===== src/rtl/stack_sequencer_pkg.sv =====
// Shared types for the stack transfer sequencer: mask bit positions,
// FSM states and the STACK_* mask constants.
package stack_sequencer_pkg;

    typedef enum logic [3:0] {
        IDX_AW          = 4'd0,
        IDX_CW          = 4'd1,
        IDX_DW          = 4'd2,
        IDX_BW          = 4'd3,
        IDX_SP          = 4'd4,
        IDX_BP_SKIP_SP  = 4'd5,
        IDX_BP          = 4'd6,
        IDX_IX          = 4'd7,
        IDX_IY          = 4'd8,
        IDX_DS1         = 4'd9,
        IDX_PSW         = 4'd10,
        IDX_PS          = 4'd11,
        IDX_SS          = 4'd12,
        IDX_DS0         = 4'd13,
        IDX_PC          = 4'd14,
        IDX_OPERAND     = 4'd15
    } stack_index_e;

    typedef enum logic [1:0] {
        ST_IDLE,
        ST_SCAN,
        ST_BUS,
        ST_FINISH
    } stack_state_e;

    localparam logic [15:0] STACK_AW         = 16'h0001;
    localparam logic [15:0] STACK_CW         = 16'h0002;
    localparam logic [15:0] STACK_DW         = 16'h0004;
    localparam logic [15:0] STACK_BW         = 16'h0008;
    localparam logic [15:0] STACK_SP         = 16'h0010;
    localparam logic [15:0] STACK_BP_SKIP_SP = 16'h0020;
    localparam logic [15:0] STACK_BP         = 16'h0040;
    localparam logic [15:0] STACK_IX         = 16'h0080;
    localparam logic [15:0] STACK_IY         = 16'h0100;
    localparam logic [15:0] STACK_DS1        = 16'h0200;
    localparam logic [15:0] STACK_PSW        = 16'h0400;
    localparam logic [15:0] STACK_PS         = 16'h0800;
    localparam logic [15:0] STACK_SS         = 16'h1000;
    localparam logic [15:0] STACK_DS0        = 16'h2000;
    localparam logic [15:0] STACK_PC         = 16'h4000;
    localparam logic [15:0] STACK_OPERAND    = 16'h8000;

    localparam logic [15:0] SP_STEP = 16'd2;

endpackage


===== src/rtl/stack_sequencer_pick.sv =====
// Bidirectional 16-bit priority encoder: lowest set bit for push,
// highest set bit for pop.
module stack_pick
    import stack_sequencer_pkg::*;
(
    input  logic [15:0]  i_rem,
    input  logic         i_dir_pop,
    output stack_index_e o_index,
    output logic         o_any
);

    assign o_any = |i_rem;

    always_comb begin
        o_index = IDX_AW;
        if (i_dir_pop) begin
            for (int i = 0; i < 16; i++) begin
                if (i_rem[i]) o_index = stack_index_e'(4'(i));
            end
        end else begin
            for (int i = 15; i >= 0; i--) begin
                if (i_rem[i]) o_index = stack_index_e'(4'(i));
            end
        end
    end

endmodule


===== src/rtl/stack_sequencer.sv =====
// Multi-word stack transfer sequencer: one bus cycle per set mask bit,
// SP tracked locally and written back once at completion.
module stack_sequencer
    import stack_sequencer_pkg::*;
(
    input  logic        i_clk,
    input  logic        i_reset,
    input  logic        i_start,
    input  logic        i_dir_pop,
    input  logic [15:0] i_mask,
    input  logic [15:0] i_sp_in,
    input  logic [15:0] i_operand_in,
    output logic [3:0]  o_reg_sel,
    input  logic [15:0] i_reg_rdata,
    output logic        o_reg_we,
    output logic [15:0] o_reg_wdata,
    output logic        o_mem_req,
    output logic        o_mem_write,
    output logic [15:0] o_mem_addr,
    output logic [15:0] o_mem_wdata,
    input  logic [15:0] i_mem_rdata,
    input  logic        i_mem_ack,
    output logic [15:0] o_sp_out,
    output logic        o_sp_we,
    output logic        o_busy,
    output logic        o_done
);

    stack_state_e r_state;
    logic [15:0]  r_rem;
    logic         r_dir_pop;
    logic [15:0]  r_sp;
    logic [15:0]  r_sp_start;
    logic [15:0]  r_operand;
    stack_index_e r_reg_sel;
    logic         r_reg_we;
    logic [15:0]  r_reg_wdata;
    logic         r_mem_req;
    logic         r_mem_write;
    logic [15:0]  r_mem_addr;
    logic [15:0]  r_mem_wdata;
    logic [15:0]  r_sp_out;
    logic         r_sp_we;
    logic         r_busy;
    logic         r_done;

    stack_index_e w_index;
    logic         w_any;
    logic [15:0]  w_sp_dec;
    logic [15:0]  w_sp_inc;
    logic [15:0]  w_push_data;

    stack_pick u_pick (
        .i_rem     (r_rem),
        .i_dir_pop (r_dir_pop),
        .o_index   (w_index),
        .o_any     (w_any)
    );

    assign w_sp_dec = r_sp - SP_STEP;
    assign w_sp_inc = r_sp + SP_STEP;

    always_comb begin
        w_push_data = i_reg_rdata;
        if (w_index == IDX_SP) begin
            w_push_data = r_sp_start;
        end else if (w_index == IDX_OPERAND) begin
            w_push_data = r_operand;
        end
    end

    // Push scans present the candidate so the register file can return
    // its value in time; pops keep the transferred index for reg_we.
    assign o_reg_sel   = (r_state == ST_SCAN && !r_dir_pop) ? w_index : r_reg_sel;
    assign o_reg_we    = r_reg_we;
    assign o_reg_wdata = r_reg_wdata;
    assign o_mem_req   = r_mem_req;
    assign o_mem_write = r_mem_write;
    assign o_mem_addr  = r_mem_addr;
    assign o_mem_wdata = r_mem_wdata;
    assign o_sp_out    = r_sp_out;
    assign o_sp_we     = r_sp_we;
    assign o_busy      = r_busy;
    assign o_done      = r_done;

    always_ff @(posedge i_clk) begin
        if (i_reset) begin
            r_state     <= ST_IDLE;
            r_rem       <= '0;
            r_dir_pop   <= 1'b0;
            r_sp        <= '0;
            r_sp_start  <= '0;
            r_operand   <= '0;
            r_reg_sel   <= IDX_AW;
            r_reg_we    <= 1'b0;
            r_reg_wdata <= '0;
            r_mem_req   <= 1'b0;
            r_mem_write <= 1'b0;
            r_mem_addr  <= '0;
            r_mem_wdata <= '0;
            r_sp_out    <= '0;
            r_sp_we     <= 1'b0;
            r_busy      <= 1'b0;
            r_done      <= 1'b0;
        end else begin
            r_reg_we <= 1'b0;
            r_sp_we  <= 1'b0;
            r_done   <= 1'b0;
            unique case (r_state)
                ST_IDLE: begin
                    if (i_start) begin
                        r_rem      <= i_mask;
                        r_dir_pop  <= i_dir_pop;
                        r_sp       <= i_sp_in;
                        r_sp_start <= i_sp_in;
                        r_operand  <= i_operand_in;
                        r_busy     <= 1'b1;
                        r_state    <= ST_SCAN;
                    end
                end
                ST_SCAN: begin
                    if (!w_any) begin
                        r_sp_out <= r_sp;
                        r_sp_we  <= 1'b1;
                        r_done   <= 1'b1;
                        r_state  <= ST_FINISH;
                    end else if (w_index == IDX_BP_SKIP_SP) begin
                        r_sp           <= r_dir_pop ? w_sp_inc : w_sp_dec;
                        r_rem[w_index] <= 1'b0;
                    end else begin
                        r_reg_sel   <= w_index;
                        r_mem_req   <= 1'b1;
                        r_mem_write <= ~r_dir_pop;
                        r_mem_addr  <= r_dir_pop ? r_sp : w_sp_dec;
                        r_mem_wdata <= w_push_data;
                        r_state     <= ST_BUS;
                    end
                end
                ST_BUS: begin
                    if (i_mem_ack) begin
                        r_mem_req        <= 1'b0;
                        r_sp             <= r_dir_pop ? w_sp_inc : w_sp_dec;
                        r_rem[r_reg_sel] <= 1'b0;
                        // A popped SP word is dropped; SP keeps its own count.
                        if (r_dir_pop && r_reg_sel != IDX_SP) begin
                            r_reg_we    <= 1'b1;
                            r_reg_wdata <= i_mem_rdata;
                        end
                        r_state <= ST_SCAN;
                    end
                end
                ST_FINISH: begin
                    r_busy  <= 1'b0;
                    r_state <= ST_IDLE;
                end
                default: r_state <= ST_IDLE;
            endcase
        end
    end

endmodule


===== config.mk =====
export PLATFORM = sky130hd
export DESIGN_NAME = stack_sequencer
export DESIGN_NICKNAME = d
export VERILOG_FILES = /design/src/rtl/stack_sequencer_pkg.sv /design/src/rtl/stack_sequencer_pick.sv /design/src/rtl/stack_sequencer.sv
export SDC_FILE = /design/constraint.sdc
export NUM_CORES = 1
export LEC_CHECK = 0
export CORE_MARGIN = 2
export CORE_UTILIZATION = 55
export DETAILED_ROUTE_END_ITERATION = 10
export MAX_ROUTING_LAYER = met4
export PLACE_DENSITY = 0.87
export SLEW_MARGIN = 20
export SYNTH_ARGS = -nofsm -noshare
export SYNTH_HDL_FRONTEND = slang
export SYNTH_SLANG_ARGS = --single-unit

===== constraint.sdc =====
create_clock -name i_clk -period 5.9 [get_ports i_clk]
set_input_delay 1.18 -clock i_clk [delete_from_list [all_inputs] [get_ports i_clk]]
set_output_delay 1.18 -clock i_clk [all_outputs]
set_load 0.05 [all_outputs]

==> flow_summary.toml, run 1 <==
[global_route]
grt_max_degree = 86
overflow = 0
grt_pass1_wl_um = 36900
grt_usage = 0.333
antenna_found_initial = 0
first_global_vias = 6981

[sta]
rsz0062_at_grt = "no"
drv_slew = 0
finClkSkew_ps = 5.52
finalSetupViolations = 0
final.setup.tns_ps = 0
timing.final.crit_share = 0.706
slew-limit-headroom = 0.246
hold_viol_final = 0
fin_crit_ps = 4160
tightestPinTransition_ps = 1130
fmax_mhz = 240

[clock_network]
cts_resized = 0
cts_root_buffer = "clkbuf_16"
clockBufferDepth = 2
holdBufCountCts = 0
htree_levels = 4
path_clk_slew_ps = 60
cts_tree = "done"
cts.sinks = 140
post_cts.repair.setup_buffers = 0
clock_latency_ps = 420
cts_buffers = 17

[final_layout]
syn_to_final_growth_pct = 30.3
final_layout_size_suffix_gt1_frac = 0.112
n_fill_cell = 955
instances_no_fill = 1158
diodes = 0
final_nets = 1063

[die]
core_um2 = 13100
ios = 159
fp.dieH_um = 120
start_util = 0.561
fp.dieW_um = 120
rows = 42
die_area_um2 = 14300

[routing]
num_vias = 7295
wl_per_cell_um = 20.4
vias_per_cell = 6.30
drc_errors = 0
drt_iter0_markers = 842
ant_nets = 0
drtPass1Iterations = 6
wl_um = 23600

[synth]
netlist_instances = 860
synth_top_cell_by_area = "dfxtp_1"
synth_edf_count = 0
ys_seq_area_frac = 0.380
yosys_warnings = 0
synth_area_per_cell_um2 = 8.57
ys_types = 78
synth_fp_nets = 954
synth_top_area_frac = 0.380
ys.flop_type = "dfxtp_1"
ys_top_cells_by_count = "dfxtp_1 (140), nand2_1 (139), a21oi_1 (90), nor2_1 (67), clkbuf_1 (53)"
synth.most_common_cell = "dfxtp_1"
async_reset_ff_frac = 0
ys_ff_latch = 140
syn_area_um2 = 7370
synth.area.top_cells = "dfxtp_1 (38%), nand2_1 (7.1%), mux2i_1 (6.5%), a21oi_1 (6.1%), nor2_1 (3.4%)"

[critical_path]
rr_startpoint = "r_rem[2]"
path_max_fanout = 17
endpoint_kind = "output port"
cp_data_arrival_time_ps = 2980
critical_path_class = "reg -> out"
critPathLaunchType = "flop"
critPathRequiredTime_ps = 4720
timing.critical_path.from = "r_dir_pop"

[placement]
portBuffers = 158
place_inst = 1125
place_congestion = 0.961
hpwl_um = 15700

[worst_hold_path]
hp-start = "r_operand[1]"
hold_class = "reg -> reg"

[power]
power_density_nw_per_um2 = 574
ir_drop_mv = 0.318
p_leak_nw = 3.38

[run_status]
status = "finished clean"

[job]
drv_cap = 0
## worst max-delay path, stage by stage (launching register included)
cell             delay, ps
dfxtp_1                460
buf_4                  290
nor4_1                 330
nand2_1                 90
o31ai_1                 90
a31oi_2                 60
buf_4                  240
o21ai_0                170
clkdlybuf4s50_1        820
## cells in the final DEF (no fill, tap or decap), types with 5 or more instances in the layout
| cell type | n |
|---|---|
| clkdlybuf4s50_1 | 157 |
| o21ai_0 | 12 |
| nor4_1 | 6 |
| xnor2_1 | 7 |
| a211oi_1 | 18 |
| a21oi_1 | 89 |
| nand3_1 | 10 |
| o221ai_1 | 6 |
| ha_1 | 9 |
| bufinv_16 | 6 |
| nand4_1 | 35 |
| inv_1 | 11 |
| nor3_1 | 22 |
| xor2_1 | 7 |
| buf_4 | 12 |
| mux2i_1 | 48 |
| clkbuf_16 | 17 |
| o311ai_0 | 11 |
| and3_1 | 5 |
| o221ai_2 | 10 |
| nor2_1 | 65 |
| o311ai_2 | 8 |
| nand2b_1 | 5 |
| a22oi_1 | 11 |
| nand2_1 | 138 |
| o2111ai_1 | 11 |
| dfxtp_1 | 140 |
| o32ai_2 | 12 |
| o211ai_1 | 5 |
## stage by stage
stage	setup WS (ps)	util	area [um2]	total power, W	hold WS, ps
floorplan	2290	-	7370	0.00347	436
global placement	2230	0.677	8900	0.00418	442
detailed placement	2170	0.678	8900	0.00421	447
CTS	1740	0.729	9580	0.00546	455
global route	1610	0.731	9600	0.00577	472
finish	1740	0.731	9600	0.00551	454
## metal layers
metal,vias up,GRT usage,part of all wire
li1,3384,-,-
met1,3432,0.410,0.40
met2,415,0.531,0.48
met3,64,0.0708,0.079
met4,0,0.145,0.037
met5,-,-,0
## path summary, 6_finish.rpt
kind,end,slack [ps],cells past startpoint
setup / recovery,o_reg_sel[0],1740,8
hold / removal,r_operand[1],450,2
setup reg to reg,r_rem[15],2370,7
hold reg to reg,r_operand[1],450,2
## kinds of logic (layout without fill, tap and decap cells)
family | after synthesis | count (layout) | share of synthesized area
fa+ha+maj | 9 | 9 | 0.0153
buf+inv | 93 | 215 | 0.0555
flops | 140 | 140 | 0.380
compound gates | 238 | 238 | 0.263
simple gates | 317 | 317 | 0.202
xor+xnor | 14 | 14 | 0.0166
mux | 49 | 49 | 0.0667
## area by class of cell
type,instances,area (um2),share of cell area
Inverter,13,48.8,0.00508
Clock buffer,19,443,0.0461
Sequential cell,140,2800,0.292
Clock inverter,13,238,0.0248
Tap cell,176,220,0.0229
Multi-Input combinational cell,627,4170,0.435
Timing Repair Buffer,170,1680,0.175
## power by group
group / internal [W] / switching [W] / total, W
Combinational: 0.000970 / 0.00187 / 0.00284
Clock: 0.000809 / 0.000425 / 0.00123
Sequential: 0.00117 / 0.000269 / 0.00144
## sequential cells by signal (all words and copies together), names as in the netlist
signal,flops
o_sp_out,16
r_rem,16
o_busy,1
o_mem_addr,16
o_mem_write,1
o_reg_we,1
r_dir_pop,1
r_operand,16
o_reg_wdata,16
r_state,2
o_mem_req,1
r_sp,16
o_done,1
r_sp_start,16
r_reg_sel,4
o_mem_wdata,16
Power figures use the tool's default switching activity.
==> inputs of run 2 (changes only) <==
--- a/config.mk
+++ b/config.mk
@@ -6,10 +6,10 @@
 export NUM_CORES = 1
 export LEC_CHECK = 0
 export CORE_MARGIN = 2
-export CORE_UTILIZATION = 55
+export CORE_UTILIZATION = 46
 export DETAILED_ROUTE_END_ITERATION = 10
 export MAX_ROUTING_LAYER = met4
-export PLACE_DENSITY = 0.87
+export PLACE_DENSITY = 0.77
 export SLEW_MARGIN = 20
 export SYNTH_ARGS = -nofsm -noshare
 export SYNTH_HDL_FRONTEND = slang
==> constraint.sdc (replaced) <==
create_clock -name i_clk -period 3.6 [get_ports i_clk]
set_input_delay 0.72 -clock i_clk [delete_from_list [all_inputs] [get_ports i_clk]]
set_output_delay 0.72 -clock i_clk [all_outputs]
set_load 0.05 [all_outputs]
==> flow_summary.toml, run 2 (synthesized netlist as in run 1, its figures left out) <==
[run_status]
status = "finished clean"

[global_route]
first_global_vias = 6996
grt_pass1_wl_um = 37500
grt_max_degree = 97
grt_usage = 0.291
overflow = 0
antenna_found_initial = 0

[die]
ios = 159
rows = 46
fp.dieW_um = 131
start_util = 0.467
die_area_um2 = 17000
fp.dieH_um = 131
core_um2 = 15800

[worst_hold_path]
hold_depth = 2
min_to = "r_sp_start[8]"
hp-start = "r_sp_start[8]"
hold_class = "reg -> reg"

[job]
drv_cap = 0

[critical_path]
r2r_setup_slack_ps = 590
slowest_stage = "clkdlybuf4s50_1"
cp_slowest_stage_delay_ps = 790
r2r_end = "o_mem_addr[0]"
critPathRequiredTime_ps = 2880
cp_cell_sequence = "or4_4, a21oi_1, o22a_2, mux2_2, clkdlybuf4s50_1"
endpoint_kind = "output port"
critical_path_class = "reg -> out"
path_max_fanout = 6
cp_data_arrival_time_ps = 2750
ff2ff_path_depth = 8
rr_startpoint = "r_rem[2]"
critPathLaunchType = "flop"

[routing]
ant_nets = 0
vias_per_cell = 6.02
drc_errors = 0
wl_um = 23900
wl_per_cell_um = 19.7
drt_iter0_markers = 887
num_vias = 7318
drtPass1Iterations = 6

[power]
power_density_nw_per_um2 = 927
comb_power_share = 0.530
p_leak_nw = 3.45
switching_share = 0.469
power.share.clock = 0.209
p_int_w = 0.00480
power_frac_seq = 0.260
switching_power_w = 0.00424
ir_drop_mv = 0.471

[sta]
slew-limit-headroom = 0.376
fin_ws_ps = 128
hold_viol_final = 0
finClkSkew_ps = 6.94
fin_crit_ps = 3470
drv_slew = 0
final.setup.tns_ps = 0
rsz0062_at_grt = "no"
finalSetupViolations = 0
fmax_mhz = 288
tightestPinTransition_ps = 935
timing.final.crit_share = 0.964

[final_layout]
final_layout_size_suffix_gt1_frac = 0.127
regArea_um2 = 2800
instances_no_fill = 1216
post-route-util = 0.618
final_nets = 1081
n_fill_cell = 1381
layout_commonest_cell = "clkdlybuf4s50_1"
diodes = 0
multi_input_area_um2 = 4170
syn_to_final_growth_pct = 32.3
mostFrequentLayoutCells = "clkdlybuf4s50_1 (156), dfxtp_1 (140), nand2_1 (139), a21oi_1 (89), nor2_1 (65)"

[clock_network]
clockBufferDepth = 2
cts_tree = "done"
clock_latency_ps = 420
cts_root_buffer = "clkbuf_16"
cts_buffers = 17
path_clk_slew_ps = 60
cts.sinks = 140
holdBufCountCts = 0
htree_levels = 4

[placement]
portBuffers = 158
place_congestion = 0.949
hpwl_um = 16700
dp_slack_ps = 465
place_inst = 1183
## run 2: cell types whose count changed in the layout (fill, tap and decap cells not counted), sizes merged
cell,previous run,this run
clkinvlp,2,1
clkbuf,19,20
buf,13,32
bufinv,6,4
clkinv,4,6
clkdlybuf4s50,157,156
## run 2: how the worst max path moves through the flow
| stage | startpoint | to | slack (ps) | cells after the start |
|---|---|---|---|---|
| 2_1_floorplan | r_dir_pop | o_reg_sel[0] | 450 | 7 |
| 3_3_place_gp | i_mem_ack | r_rem[9] | 500 | 8 |
| 3_5_place_dp | i_mem_ack | r_rem[9] | 460 | 8 |
| 4_1_cts | r_rem[5] | o_reg_sel[2] | 100 | 5 |
| 5_1_grt | r_rem[8] | o_reg_sel[2] | 20 | 5 |
| 6_report | r_rem[9] | o_reg_sel[2] | 130 | 5 |
## run 2: worst max-delay path: cells and delay by family, from the launching register on
family,cells,cell delay (ps)
AND/OR/NAND/NOR,1,590
buffers and inverters,1,790
multiplexers,1,170
AO/OA/AOI/OAI,2,390
flip-flops,1,380
## run 2: repair_timing
item                                    4_1_cts  5_1_grt
endpoints found under the setup margin        0        1
gates resized for setup                       0        1
setup buffers                                 0        0
## run 2: through the flow
step	area (um2)	hold WS [ps]	power (W)
after global routing	9750	475	0.00950
after detailed placement	9090	447	0.00707
final	9750	457	0.00903
after floorplan	7370	436	0.00569
after CTS	9730	455	0.00898
after global placement	9090	442	0.00704
## run 2: cell type report
type                       instances  share of cell area
multi-input combinational        627               0.428
sequential                       140               0.288
timing repair buffer             188               0.187
clock buffer                      20              0.0458
tap                              216              0.0277
clock inverter                    12              0.0193
inverter                          13             0.00501
## run 2: power groups by stage
stage	clock network, W	registers [W]	logic, W
after floorplan	0	0.00267	0.00302
final	0.00189	0.00235	0.00479
after detailed placement	0	0.00236	0.00471
after CTS	0.00191	0.00233	0.00473
after global routing	0.00198	0.00239	0.00513
after global placement	0	0.00236	0.00468
## run 2: per-layer routing
metal | vias up | global-route usage | wire [um]
li1 | 3423 | - | -
met1 | 3498 | 0.376 | 10100
met2 | 349 | 0.453 | 11500
met3 | 48 | 0.0635 | 1740
met4 | 0 | 0.103 | 619
met5 | - | - | 0
==> inputs of run 3 (changes only) <==
--- a/config.mk
+++ b/config.mk
@@ -5,12 +5,12 @@
 export SDC_FILE = /design/constraint.sdc
 export NUM_CORES = 1
 export LEC_CHECK = 0
+export CORE_ASPECT_RATIO = 2
 export CORE_MARGIN = 2
 export CORE_UTILIZATION = 46
 export DETAILED_ROUTE_END_ITERATION = 10
 export MAX_ROUTING_LAYER = met4
 export PLACE_DENSITY = 0.77
-export SLEW_MARGIN = 20
 export SYNTH_ARGS = -nofsm -noshare
 export SYNTH_HDL_FRONTEND = slang
 export SYNTH_SLANG_ARGS = --single-unit
==> constraint.sdc (replaced) <==
create_clock -name i_clk -period 3.6 [get_ports i_clk]
set_input_delay 1.08 -clock i_clk [delete_from_list [all_inputs] [get_ports i_clk]]
set_output_delay 1.08 -clock i_clk [all_outputs]
set_load 0.05 [all_outputs]
==> flow_summary.toml, run 3 (synthesized netlist as in run 1, its figures left out) <==
[worst_hold_path]
hold_depth = 2
min_to = "r_operand[4]"
hp-start = "r_operand[4]"
hold_class = "reg -> reg"

[die]
rows = 65
start_util = 0.470
fp.dieW_um = 93.5
die_area_um2 = 17100
fp.dieH_um = 183
ios = 159
core_um2 = 15700

[critical_path]
ff2ff_path_depth = 8
r2r_end = "r_sp[7]"
critPathRequiredTime_ps = 2520
cp_data_arrival_time_ps = 2320
rr_startpoint = "r_rem[2]"
cp_top_family = "flip-flops"
r2r_setup_slack_ps = 610
path_max_fanout = 14
crit_buf_inv = 1
endpoint_kind = "output port"
cp_cell_sequence = "nor4_1, nand2_1, o31ai_1, a31oi_2, o21ai_0, buf_4"
cp_slowest_stage_delay_ps = 750
critPathLaunchType = "flop"
critical_path_class = "reg -> out"
slowest_stage = "dfxtp_1"

[sta]
fmax_mhz = 294
rsz0062_at_grt = "no"
slew-limit-headroom = 0.481
final.setup.tns_ps = 0
finalSetupViolations = 0
drv_slew = 0
tightestPinTransition_ps = 778
timing.final.crit_share = 0.946
hold_viol_final = 0
timing.hold.ws_ps = 454
fin_crit_ps = 3400
finClkSkew_ps = 13.0

[routing]
drtPass1Iterations = 5
num_vias = 7263
wl_per_cell_um = 19.9
wl_um = 24100
ant_nets = 0
drc_errors = 0
drt_iter0_markers = 442
vias_per_cell = 6.01

[clock_network]
clock_latency_ps = 430
cts.sinks = 140
cts_root_buffer = "clkbuf_16"
cts_tree = "done"
path_clk_slew_ps = 70
cts_resized = 0
cts_buffers = 17
htree_levels = 4
post_cts.repair.setup_buffers = 0
clockBufferDepth = 2
holdBufCountCts = 0

[global_route]
overflow = 0
use_met1 = 0.309
grt_max_degree = 67
antenna_found_initial = 0
grt_pass1_wl_um = 37800
grt_usage = 0.291
use_met3 = 0.0637
busiest_layer = "met2"
first_global_vias = 7166
gr-usage-met2 = 0.482

[placement]
place_congestion = 1.04
portBuffers = 158
place_inst = 1176
hpwl_um = 17400

[final_layout]
syn_to_final_growth_pct = 32.2
final_layout_size_suffix_gt1_frac = 0.137
mostFrequentLayoutCells = "clkdlybuf4s50_1 (153), dfxtp_1 (140), nand2_1 (139), a21oi_1 (89), nor2_1 (65)"
instances_no_fill = 1208
diodes = 0
n_fill_cell = 1386
final_nets = 1088
layout_commonest_cell = "clkdlybuf4s50_1"

[power]
total_power_w = 0.00897
p_leak_nw = 3.49
power_density_nw_per_um2 = 921
ir_drop_mv = 0.477

[job]
drv_cap = 0

[run_status]
status = "finished clean"
[run 3: cell types whose count changed in the layout (fill, tap and decap cells not counted), sizes merged]
cell | before | now
bufinv | 4 | 2
inv | 14 | 22
clkinvlp | 1 | 0
buf | 32 | 42
clkdlybuf4s50 | 156 | 153
clkbuf | 20 | 17
clkinv | 6 | 4
[run 3: power breakdown]
| group | internal [W] | leakage (nW) | switching, W | total, W |
|---|---|---|---|---|
| clock | 0.00106 | 0.307 | 0.000772 | 0.00183 |
| combinational | 0.00170 | 2.04 | 0.00308 | 0.00479 |
| sequential | 0.00192 | 1.14 | 0.000434 | 0.00235 |
[run 3: per-stage QoR]
stage	area (um2)	utilization	worst slack, ps
floorplan	7370	-	93.9
global placement	9130	0.582	314
detailed placement	9130	0.582	235
CTS	9740	0.621	59.8
global route	9740	0.621	69.7
finish	9740	0.621	195
[run 3: how the worst max path moves through the flow]
stage               from      endpoint  slack, ps  depth (start not counted)
2_1_floorplan  r_dir_pop  o_reg_sel[0]         90                          7
3_3_place_gp   i_mem_ack       r_sp[9]        310                          8
3_5_place_dp   i_mem_ack       r_sp[7]        230                          8
4_1_cts         r_rem[5]  o_reg_sel[3]         60                          5
5_1_grt        r_dir_pop  o_reg_sel[0]         70                          6
6_report       r_dir_pop  o_reg_sel[0]        200                          6
[run 3: area by class of cell]
cell class | count | area [um2] | area share
multi-input combinational | 627 | 4170 | 0.428
sequential | 140 | 2800 | 0.288
timing repair buffer | 195 | 1860 | 0.191
clock buffer | 17 | 425 | 0.0437
tap | 201 | 251 | 0.0258
clock inverter | 15 | 189 | 0.0194
inverter | 13 | 48.8 | 0.00501
[run 3: tightest hold or removal path, delay by kind of cell, from the launching register on]
family             cells  cell delay [ps]
AOI/OAI and AO/OA      1               50
DFF                    1              310
and+or+nand+nor        1               50
[run 3: metal layers]
metal | part of all wire | vias up | routed length (um)
met5 | 0 | - | 0
met4 | 0.068 | 0 | 1640
met3 | 0.066 | 103 | 1580
met2 | 0.51 | 308 | 12200
met1 | 0.36 | 3421 | 8670
li1 | - | 3431 | -
